`src/rtl/rx_word_assembler_if.sv`:
```
// Byte-in / word-out bundle between the UART receiver, the word assembler and the debug unit.
// Signal prefixes follow the assembler's view: i_ = into the assembler, o_ = out of it.
interface rx_word_assembler_if #(
   parameter int WORD_WIDTH = 32,
   parameter int RX_WIDTH   = 8
);
   localparam int CNT_W = $clog2(WORD_WIDTH / RX_WIDTH) + 1;

   logic                  i_rx_done;
   logic [RX_WIDTH-1:0]   i_rx_data;
   logic                  i_clear;
   logic                  i_word_ack;
   logic [WORD_WIDTH-1:0] o_word;
   logic                  o_word_valid;
   logic [CNT_W-1:0]      o_byte_count;
   logic                  o_overrun;

   modport master (
      output i_rx_done, i_rx_data, i_clear, i_word_ack,
      input  o_word, o_word_valid, o_byte_count, o_overrun
   );

   modport slave (
      input  i_rx_done, i_rx_data, i_clear, i_word_ack,
      output o_word, o_word_valid, o_byte_count, o_overrun
   );
endinterface

```
`src/rtl/rx_word_assembler.sv`:
```
// Packs UART bytes little-endian into words and hands each finished word to the debug unit
// over a valid/ack handshake; bytes arriving while a finished word is unacked are dropped.
module rx_word_assembler #(
   parameter int  WORD_WIDTH     = 32,
   parameter int  RX_WIDTH       = 8,
   localparam int BYTES_PER_WORD = WORD_WIDTH / RX_WIDTH,
   localparam int CNT_W          = $clog2(BYTES_PER_WORD) + 1
) (
   input  logic           i_clk,
   input  logic           i_reset,
   rx_word_assembler_if.slave bus
);
   typedef enum logic {
      S_COLLECT = 1'b0,
      S_FULL    = 1'b1
   } state_t;

   state_t                r_state;
   logic [WORD_WIDTH-1:0] r_word;
   logic                  r_word_valid;
   logic [CNT_W-1:0]      r_byte_count;
   logic                  r_overrun;

   logic [WORD_WIDTH-1:0] w_word_insert;
   logic [WORD_WIDTH-1:0] w_word_restart;
   logic                  w_last_byte;

   // Lane gi takes the incoming byte when it is the next one to fill; on a
   // retire-and-restart only lane 0 carries data so stale lanes come up zero.
   genvar gi;
   generate
      for (gi = 0; gi < BYTES_PER_WORD; gi++) begin : g_lane
         logic w_lane_hit;
         assign w_lane_hit = (r_byte_count == CNT_W'(gi));
         assign w_word_insert[gi*RX_WIDTH +: RX_WIDTH] =
            w_lane_hit ? bus.i_rx_data : r_word[gi*RX_WIDTH +: RX_WIDTH];
         if (gi == 0) begin : g_first
            assign w_word_restart[gi*RX_WIDTH +: RX_WIDTH] = bus.i_rx_data;
         end else begin : g_rest
            assign w_word_restart[gi*RX_WIDTH +: RX_WIDTH] = '0;
         end
      end
   endgenerate

   assign w_last_byte = (r_byte_count == CNT_W'(BYTES_PER_WORD - 1));

   always_ff @(posedge i_clk or posedge i_reset) begin
      if (i_reset) begin
         r_state      <= S_COLLECT;
         r_word       <= '0;
         r_word_valid <= 1'b0;
         r_byte_count <= '0;
         r_overrun    <= 1'b0;
      end else if (bus.i_clear) begin
         r_state      <= S_COLLECT;
         r_word       <= '0;
         r_word_valid <= 1'b0;
         r_byte_count <= '0;
         r_overrun    <= 1'b0;
      end else begin
         case (r_state)
            S_COLLECT: begin
               if (bus.i_rx_done) begin
                  r_word       <= w_word_insert;
                  r_byte_count <= r_byte_count + CNT_W'(1);
                  if (w_last_byte) begin
                     r_state      <= S_FULL;
                     r_word_valid <= 1'b1;
                  end
               end
            end
            S_FULL: begin
               if (bus.i_word_ack) begin
                  r_state      <= S_COLLECT;
                  r_word_valid <= 1'b0;
                  // A byte coinciding with the ack starts the next word instead of being lost.
                  if (bus.i_rx_done) begin
                     r_word       <= w_word_restart;
                     r_byte_count <= CNT_W'(1);
                  end else begin
                     r_word       <= '0;
                     r_byte_count <= '0;
                  end
               end else if (bus.i_rx_done) begin
                  r_overrun <= 1'b1;
               end
            end
            default: begin
               r_state <= S_COLLECT;
            end
         endcase
      end
   end

   assign bus.o_word       = r_word;
   assign bus.o_word_valid = r_word_valid;
   assign bus.o_byte_count = r_byte_count;
   assign bus.o_overrun    = r_overrun;
endmodule

```
`src/flat_wrapper.sv`:
```
// flat-port wrapper written by rule: the top's interface ports become plain ports
module rx_word_assembler_flat 
#(
   parameter int  WORD_WIDTH     = 32,
   parameter int  RX_WIDTH       = 8,
   localparam int BYTES_PER_WORD = WORD_WIDTH / RX_WIDTH,
   localparam int CNT_W          = $clog2(BYTES_PER_WORD) + 1
)
  (i_clk, i_reset, bus_i_rx_done, bus_i_rx_data, bus_i_clear, bus_i_word_ack, bus_o_word, bus_o_word_valid, bus_o_byte_count, bus_o_overrun);
  rx_word_assembler_if #(.WORD_WIDTH(WORD_WIDTH), .RX_WIDTH(RX_WIDTH)) bus_i ();
  input  logic i_clk;
  input  logic i_reset;
  input wire logic [$bits(bus_i.i_rx_done)-1:0] bus_i_rx_done;
  input wire logic [$bits(bus_i.i_rx_data)-1:0] bus_i_rx_data;
  input wire logic [$bits(bus_i.i_clear)-1:0] bus_i_clear;
  input wire logic [$bits(bus_i.i_word_ack)-1:0] bus_i_word_ack;
  output wire logic [$bits(bus_i.o_word)-1:0] bus_o_word;
  output wire logic [$bits(bus_i.o_word_valid)-1:0] bus_o_word_valid;
  output wire logic [$bits(bus_i.o_byte_count)-1:0] bus_o_byte_count;
  output wire logic [$bits(bus_i.o_overrun)-1:0] bus_o_overrun;
  assign bus_i.i_rx_done = bus_i_rx_done;
  assign bus_i.i_rx_data = bus_i_rx_data;
  assign bus_i.i_clear = bus_i_clear;
  assign bus_i.i_word_ack = bus_i_word_ack;
  assign bus_o_word = bus_i.o_word;
  assign bus_o_word_valid = bus_i.o_word_valid;
  assign bus_o_byte_count = bus_i.o_byte_count;
  assign bus_o_overrun = bus_i.o_overrun;
  rx_word_assembler #(.WORD_WIDTH(WORD_WIDTH), .RX_WIDTH(RX_WIDTH)) u_core (.i_clk(i_clk), .i_reset(i_reset), .bus(bus_i));
endmodule
```
`config.mk`:
```
export PLATFORM = sky130hd
export DESIGN_NAME = rx_word_assembler_flat
export DESIGN_NICKNAME = d
export VERILOG_FILES = /design/src/rtl/rx_word_assembler_if.sv /design/src/rtl/rx_word_assembler.sv /design/src/flat_wrapper.sv
export SDC_FILE = /design/constraint.sdc
export NUM_CORES = 1
export LEC_CHECK = 0
export CAP_MARGIN = 15
export CORE_ASPECT_RATIO = 0.75
export CORE_UTILIZATION = 50
export CTS_BUF_LIST = sky130_fd_sc_hd__clkbuf_4 sky130_fd_sc_hd__clkbuf_8
export DETAILED_ROUTE_END_ITERATION = 8
export DONT_BUFFER_PORTS = 1
export PLACE_DENSITY_LB_ADDON = 0.1
export SYNTH_ARGS = -nofsm -noshare
export SYNTH_HDL_FRONTEND = slang
export SYNTH_SLANG_ARGS = --single-unit
```
`constraint.sdc`:
```
create_clock -name i_clk -period 3.2 [get_ports i_clk]
set_clock_uncertainty 0.15 [all_clocks]
set_input_delay 0.32 -clock i_clk [delete_from_list [all_inputs] [get_ports i_clk]]
set_output_delay 0.32 -clock i_clk [all_outputs]
set_load 0.03 [all_outputs]
```
==> results.sh, run 1 <==
export IMPL_status="complete, no violations"
export IMPL_crit_chain="inv_1 -> ha_1 -> nand4bb_1 -> o211ai_1 -> a21oi_1 -> dlygate4sd3_1"
export IMPL_globalplace_congestion=0.8998
export IMPL_critPathCaptureType="flop"
export IMPL_post_route_period_util_pct=74.43
export IMPL_port_buffer_count=0
export IMPL_ys_warn_count=0
export IMPL_drc=0
export IMPL_reg2reg_from="u_core.bus.o_byte_count[0]"
export IMPL_grt_pass1_vias=1292
export IMPL_grt_first_pass_wirelength_microns=6713
export IMPL_dieArea_sq_um=3974
export IMPL_avgSynthCellArea_sq_um=10.70
export IMPL_synth_distinct_cells=32
export IMPL_routedWlPerCell_microns=19.66
export IMPL_drive_gt1_share_pct=11.43
export IMPL_synth_top_cell_by_area="dfrtp_1"
export IMPL_grt_ovfl_total=0
export IMPL_ant_nets=0
export IMPL_finalHoldViolCount=0
export IMPL_fin_setup_tns_ns=0
export IMPL_antenna_found_initial=0
export IMPL_syn2layout_area_growth_pct=8.736
export IMPL_synth_edf_count=0
export IMPL_fin_nets=192
export IMPL_std_cell_rows=18
export IMPL_htreeDepth=2
export IMPL_nFillCells=286
export IMPL_routed_wl_microns=4424
export IMPL_arrival_ns=2.41
export IMPL_clkSinkCount=38
export IMPL_initial_core_util_pct=54.39
export IMPL_worst_pin_slew_ns=0.7582
export IMPL_vdd_drop_max_mv=0.3452
export IMPL_final_max_slew_violation_count=0
export IMPL_via_count=1350
export IMPL_crit_required_ns=3.23
export IMPL_hp_start="bus_i_rx_data[4]"
export IMPL_top_usage_layer="met2"
export IMPL_synth_ff_type="dfrtp_1"
export IMPL_fp_coreArea_sq_um=3423
export IMPL_power_leakage_nw=0.9286
export IMPL_syn_area_sq_um=1862
export IMPL_netlist_instances=174
export IMPL_insertion_delay_ns=0.29
export IMPL_synth_top_area_share_pct=51.08
export IMPL_cts_path_max_buffers=2
export IMPL_fp_dieH_microns=54.85
export IMPL_synth_area_leaders="dfrtp_1 (51%), mux2_4 (6.5%), nand3_1 (6.2%)"
export IMPL_worstPathMaxFanout=8
export IMPL_drtIter0Drc=123
export IMPL_die_w_microns=72.46
export IMPL_ys_async_sr_fraction_pct=100.0
export IMPL_io_pins=50
export IMPL_grtUsageMet1_pct=31.90
export IMPL_crit_family="buffers and inverters"
export IMPL_viasPerCell=6.000
export IMPL_maxCapViolCount=0
export IMPL_use_met2_pct=36.29
export IMPL_hp_class="in2reg"
export IMPL_cts_resized_gates=0
export IMPL_slew_headroom_pct=49.29
export IMPL_met3_usage_pct=8.656
export IMPL_synth_seq_cells=38
export IMPL_clk_pin_slew_ns=0.08
export IMPL_antenna_cells_inserted=0
export IMPL_worst_path_buf_inv=2
export IMPL_slowest_delay_ns=0.59
export IMPL_critical_path_class="reg2reg"
export IMPL_regToRegSetupSlack_ns=0.82
export IMPL_timing_fmax_ghz=0.4198
export IMPL_grt_max_degree=39
export IMPL_cts_tree="yes"
export IMPL_synth_nets=192
export IMPL_dr_pass1_iters=4
export IMPL_slowest_stage="dlygate4sd3_1"
export IMPL_dp_hpwl_microns=2931
export IMPL_clockRootBuffer="clkbuf_8"
export IMPL_grtUsageTotal_pct=24.07
export IMPL_setup_viol=0
export IMPL_critPathLaunch="u_core.bus.o_byte_count[0]"
export IMPL_cts_buffers=5
export IMPL_synth_seq_area_share_pct=51.08
export IMPL_power_total_mw=1.074
export IMPL_rsz0062_at_grt="no"
export IMPL_power_density_nw_per_um2=530.7
export IMPL_finalCriticalPeriod_ns=2.382
export IMPL_crit_path_start_kind="flop"
cell usage in the layout, fill, tap and decap left out:
cell type,count
a22o_1,3
bufinv_16,1
a21oi_1,10
inv_1,5
a21oi_2,1
clkinv_2,2
dlygate4sd3_1,5
nand3b_1,1
nor2b_1,2
nor4b_1,5
o22a_1,1
mux2i_1,3
o21bai_1,1
dfrtp_1,38
clkbuf_8,5
nor2_1,4
nand4bb_1,2
and4bb_2,2
nor3b_1,8
nand2_1,18
mux2_4,8
a221oi_1,1
o211ai_1,1
clkinv_1,2
a22oi_1,1
a31oi_1,8
nand3_1,23
a31o_1,1
a21o_1,7
ha_1,5
buf_4,1
layout make-up:
cell class / count / area, sq um / area share [%]
Sequential cell: 38 / 950.9 / 46.97
Inverter: 7 / 26.28 / 1.298
Clock inverter: 3 / 40.04 / 1.978
Timing Repair Buffer: 6 / 57.56 / 2.843
Tap cell: 50 / 62.56 / 3.090
Clock buffer: 5 / 68.82 / 3.399
Multi-Input combinational cell: 116 / 818.3 / 40.42
layer usage:
layer | vias up | wire, microns
met5 | - | 0
met4 | 0 | 36
met3 | 5 | 433
met2 | 54 | 1983
met1 | 667 | 1971
li1 | 624 | -
cell usage after synthesis (all sizes together), types with 3 or more instances:
library cell and count:
a21o 7, a21oi 11, a22o 3, a31oi 8, buf 9, clkbuf 4
dfrtp 38, ha 5, inv 5, mux2 8, mux2i 3, nand2 18
nand3 23, nor2 4, nor3b 8, nor4b 5
worst paths after layout:
| check | depth (start not counted) | to |
|---|---|---|
| max in group asynchronous | 3 | u_core.bus.o_word[19] |
| max | 6 | u_core.bus.o_word[16] |
| min reg2reg | 2 | u_core.bus.o_word[23] |
| max reg2reg | 6 | u_core.bus.o_word[16] |
| min | 2 | u_core.bus.o_word[20] |
| min in group asynchronous | 3 | u_core.bus.o_word[3] |
kinds of logic after synthesis:
family,after synthesis,synth area share [%]
simple gates,65,19.82
flops,38,51.08
compound gates,35,12.70
buf+inv,20,4.973
mux,11,8.065
fa+ha+maj,5,3.360
what timing repair did:
item                       4_1_cts  5_1_grt
hold buffers                     5        0
hold endpoints to repair        58        0
setup buffers                    0        0
setup endpoints to repair        0        0
registers in the layout, summed over array words and instances, names as in the netlist:
name	cells
u_core.bus.o_overrun	1
u_core.bus.o_byte_count	3
u_core.bus.o_word	32
u_core.r_state	1
u_core.bus.o_word_valid	1
where the power goes:
group / internal, mW / total, mW / switching (mW)
clock: 0.229 / 0.405 / 0.176
sequential: 0.502 / 0.572 / 0.0695
combinational: 0.0468 / 0.0975 / 0.0507
total: 0.778 / 1.07 / 0.296
through the flow:
step | worst slack [ns] | cell area [sq um] | utilization, % | instances | hold slack [ns]
3_3_place_gp | 1.189 | 1866 | 54.50 | 212 | 0.1911
4_1_cts | 0.8408 | 2024 | 59.14 | 225 | 0.005555
6_report | 0.8182 | 2024 | 59.14 | 225 | 0.009868
3_5_place_dp | 1.108 | 1866 | 54.50 | 212 | 0.2022
5_1_grt | 0.6416 | 2024 | 59.14 | 225 | 0.005681
2_1_floorplan | 1.447 | 1862 | - | 174 | 0.3008
Note: power is estimated with default switching activity, not from simulation.
==> run 2: changes to the inputs <==
- ABC_AREA: default -> 1
- clock period: 3.2 -> 2.4 ns (I/O delays scaled with it)
==> run 2 against run 1 <==
Net effect: the run now ends with design-rule violations left; die area shrank 3.6%; power grew 44%; clock-buffer cell count grew 1; sequential share of layout area grew 2.8 points; clock power grew 13%; global-route usage shrank 1.1 points; worst hold slack gained 0.031 ns; register-to-register slack lost 0.18 ns; flip-flop and latch count is the same; synthesized cell count grew 22%; fmax grew 35%; area after synthesis shrank 3.7%; critical path type unchanged; critical endpoint is now u_core.bus.o_word[3].
==> results.sh, run 2 <==
export IMPL_status="finished with violations"
export IMPL_violations="design-rule violations"
export IMPL_finalCriticalPeriod_ns=1.766
export IMPL_ys_async_sr_fraction_pct=100.0
export IMPL_std_cell_rows=18
export IMPL_crit_required_ns=2.42
export IMPL_final_max_slew_violation_count=0
export IMPL_synth_compound_area_share_pct=2.094
export IMPL_grt_ovfl_total=0
export IMPL_grt_max_degree=39
export IMPL_drc=4
export IMPL_synth_top_cell_by_area="dfrtp_1"
export IMPL_initial_core_util_pct=53.43
export IMPL_syn_area_sq_um=1793
export IMPL_hp_start="bus_i_clear"
export IMPL_critical_path_class="reg2reg"
export IMPL_ant_nets=0
export IMPL_power_density_nw_per_um2=809.5
export IMPL_timing_fmax_ghz=0.5664
export IMPL_synth_seq_cells=38
export IMPL_hp_class="in2reg"
export IMPL_synth_nets=231
export IMPL_io_pins=50
export IMPL_grt_first_pass_wirelength_microns=6306
export IMPL_pwr_share_comb_pct=12.2
export IMPL_clk_pin_slew_ns=0.08
export IMPL_netlist_instances=213
export IMPL_setup_viol=0
export IMPL_fin_nets=236
export IMPL_stdcell_count=259
export IMPL_grt_pass1_vias=1360
export IMPL_power_leakage_nw=1.061
export IMPL_routed_wl_microns=4065
export IMPL_switching_power_mw=0.5510
export IMPL_port_buffer_count=0
export IMPL_synth_seq_area_share_pct=53.04
export IMPL_globalplace_congestion=0.8671
export IMPL_dr_pass1_iters=8
export IMPL_avgSynthCellArea_sq_um=8.418
export IMPL_drive_gt1_share_pct=10.05
export IMPL_fp_coreArea_sq_um=3356
export IMPL_synth_distinct_cells=18
export IMPL_critPathLaunch="u_core.bus.o_byte_count[1]"
export IMPL_synth_most_common_cell="nand2_1"
export IMPL_htreeDepth=2
export IMPL_seq_power_share_pct=58.3
export IMPL_clkSinkCount=38
export IMPL_reg2reg_from="u_core.bus.o_byte_count[1]"
export IMPL_cts_buffers=5
export IMPL_synth_area_leaders="dfrtp_1 (53%), nand2_1 (18%), nand3_1 (9.8%)"
export IMPL_vdd_drop_max_mv=0.3679
export IMPL_clockRootBuffer="clkbuf_8"
export IMPL_via_count=1380
export IMPL_worst_pin_slew_ns=0.6490
export IMPL_syn2layout_area_growth_pct=6.490
export IMPL_dp_hpwl_microns=2948
export IMPL_post_route_period_util_pct=73.57
export IMPL_maxCapViolCount=0
export IMPL_yosys_area_share_simple_pct=35.94
export IMPL_p_clk_share_pct=29.5
export IMPL_synth_top_family_by_area="simple AND/OR/NAND/NOR gates"
export IMPL_synth_top_cells_by_count="nand2_1 (84), dfrtp_1 (38), nand3_1 (35), nor2_1 (18), inv_1 (9)"
export IMPL_insertion_delay_ns=0.29
export IMPL_muxShareOfSynthArea_pct=0
export IMPL_finalHoldViolCount=0
export IMPL_routedWlPerCell_microns=15.69
export IMPL_cts_path_max_buffers=2
export IMPL_synth_edf_count=0
export IMPL_slew_headroom_pct=56.63
export IMPL_antenna_found_initial=0
export IMPL_crit_path_start_kind="flop"
export IMPL_worstPathMaxFanout=9
export IMPL_synth_xor_xnor_area_share_pct=0
export IMPL_die_w_microns=71.15
export IMPL_fp_dieH_microns=53.86
export IMPL_arrival_ns=1.79
export IMPL_antenna_cells_inserted=0
export IMPL_largest_reg_flops=32
export IMPL_mostFrequentLayoutCell="nand2_1"
export IMPL_ys_warn_count=0
export IMPL_viasPerCell=5.328
export IMPL_synth_top_area_share_pct=53.04
export IMPL_rsz0062_at_grt="no"
export IMPL_critPathCaptureType="flop"
export IMPL_fin_setup_tns_ns=0
export IMPL_p_int_mw=0.9946
export IMPL_dieArea_sq_um=3832
export IMPL_cts_tree="yes"
export IMPL_switching_share_pct=35.65
export IMPL_dp_cells=249
export IMPL_final_cell_mix="nand2_1 (84), dfrtp_1 (38), nand3_1 (35), nor2_1 (18), inv_1 (9)"
export IMPL_grtUsageTotal_pct=22.97
export IMPL_synthAdderAreaFrac_pct=3.489
export IMPL_synth_ff_type="dfrtp_1"
export IMPL_cts_resized_gates=0
export IMPL_drtIter0Drc=74
==> run 2: worst paths after layout <==
path	end	depth (start not counted)	slack [ns]
min reg2reg	u_core.bus.o_word[8]	2	0.53
min in group asynchronous	u_core.bus.o_word[31]	3	0.35
max reg2reg	u_core.bus.o_word[3]	7	0.63
max	u_core.bus.o_word[3]	7	0.63
min	u_core.bus.o_byte_count[0]	3	0.04
max in group asynchronous	u_core.bus.o_word[5]	3	1.42
==> run 2: area by class of cell <==
cell class | count | area [sq um]
inverter | 11 | 41.29
clock inverter | 2 | 12.51
multi-input combinational | 159 | 744.5
fill | 298 | 1446
clock buffer | 6 | 82.58
tap | 40 | 50.05
sequential | 38 | 950.9
timing repair buffer | 3 | 27.53
==> run 2: repair_timing <==
| action | CTS | global route |
|---|---|---|
| setup buffers | 0 | 0 |
| hold buffers | 2 | 0 |
| endpoints found under the hold margin | 42 | 0 |
==> run 2: worst max-delay path, stage by stage (launching register included) <==
cell and delay [ns]:
dfrtp_1 0.52, inv_1 0.18, ha_1 0.18, nand2_1 0.06
nand2_2 0.17, nand3_2 0.20, nand2_1 0.11, nand2_1 0.06
==> run 2: logic make-up (layout without fill, tap and decap cells) <==
group,after synthesis,after routing
AND/OR/NAND/NOR,148,148
flip-flops,38,38
buffers and inverters,16,22
AO/OA/AOI/OAI,6,6
adder cells (fa/ha/maj),5,5
==> run 2: through the flow <==
| stage | worst slack (ns) | instance area, sq um | utilization (%) | power, mW | hold WS, ns |
|---|---|---|---|---|---|
| 2_1_floorplan | 0.7985 | 1793 | - | 1.046 | 0.2353 |
| 3_3_place_gp | 0.7070 | 1794 | 53.47 | 1.089 | 0.1112 |
| 3_5_place_dp | 0.6415 | 1794 | 53.47 | 1.099 | 0.1214 |
| 4_1_cts | 0.6283 | 1909 | 56.90 | 1.556 | 0.03310 |
| 5_1_grt | 0.4575 | 1909 | 56.90 | 1.616 | 0.09319 |
| 6_report | 0.6343 | 1909 | 56.90 | 1.546 | 0.04130 |
==> run 2: power by group through the flow <==
| stage | clock network, mW | logic, mW | registers (mW) |
|---|---|---|---|
| after floorplan | 0 | 0.150 | 0.896 |
| after global placement | 0 | 0.178 | 0.911 |
| after detailed placement | 0 | 0.187 | 0.912 |
| after CTS | 0.464 | 0.190 | 0.902 |
| after global routing | 0.487 | 0.219 | 0.910 |
| final | 0.456 | 0.189 | 0.900 |
==> run 2: metal layers <==
layer | part of all wire, % | global-route usage (%) | wire length [microns] | up-vias
met5 | 0 | 0 | 0 | -
met4 | 1.1 | 8.667 | 45 | 0
met3 | 9.5 | 10.49 | 385 | 5
met2 | 43 | 36.19 | 1739 | 53
met1 | 47 | 28.13 | 1895 | 633
li1 | - | - | - | 689
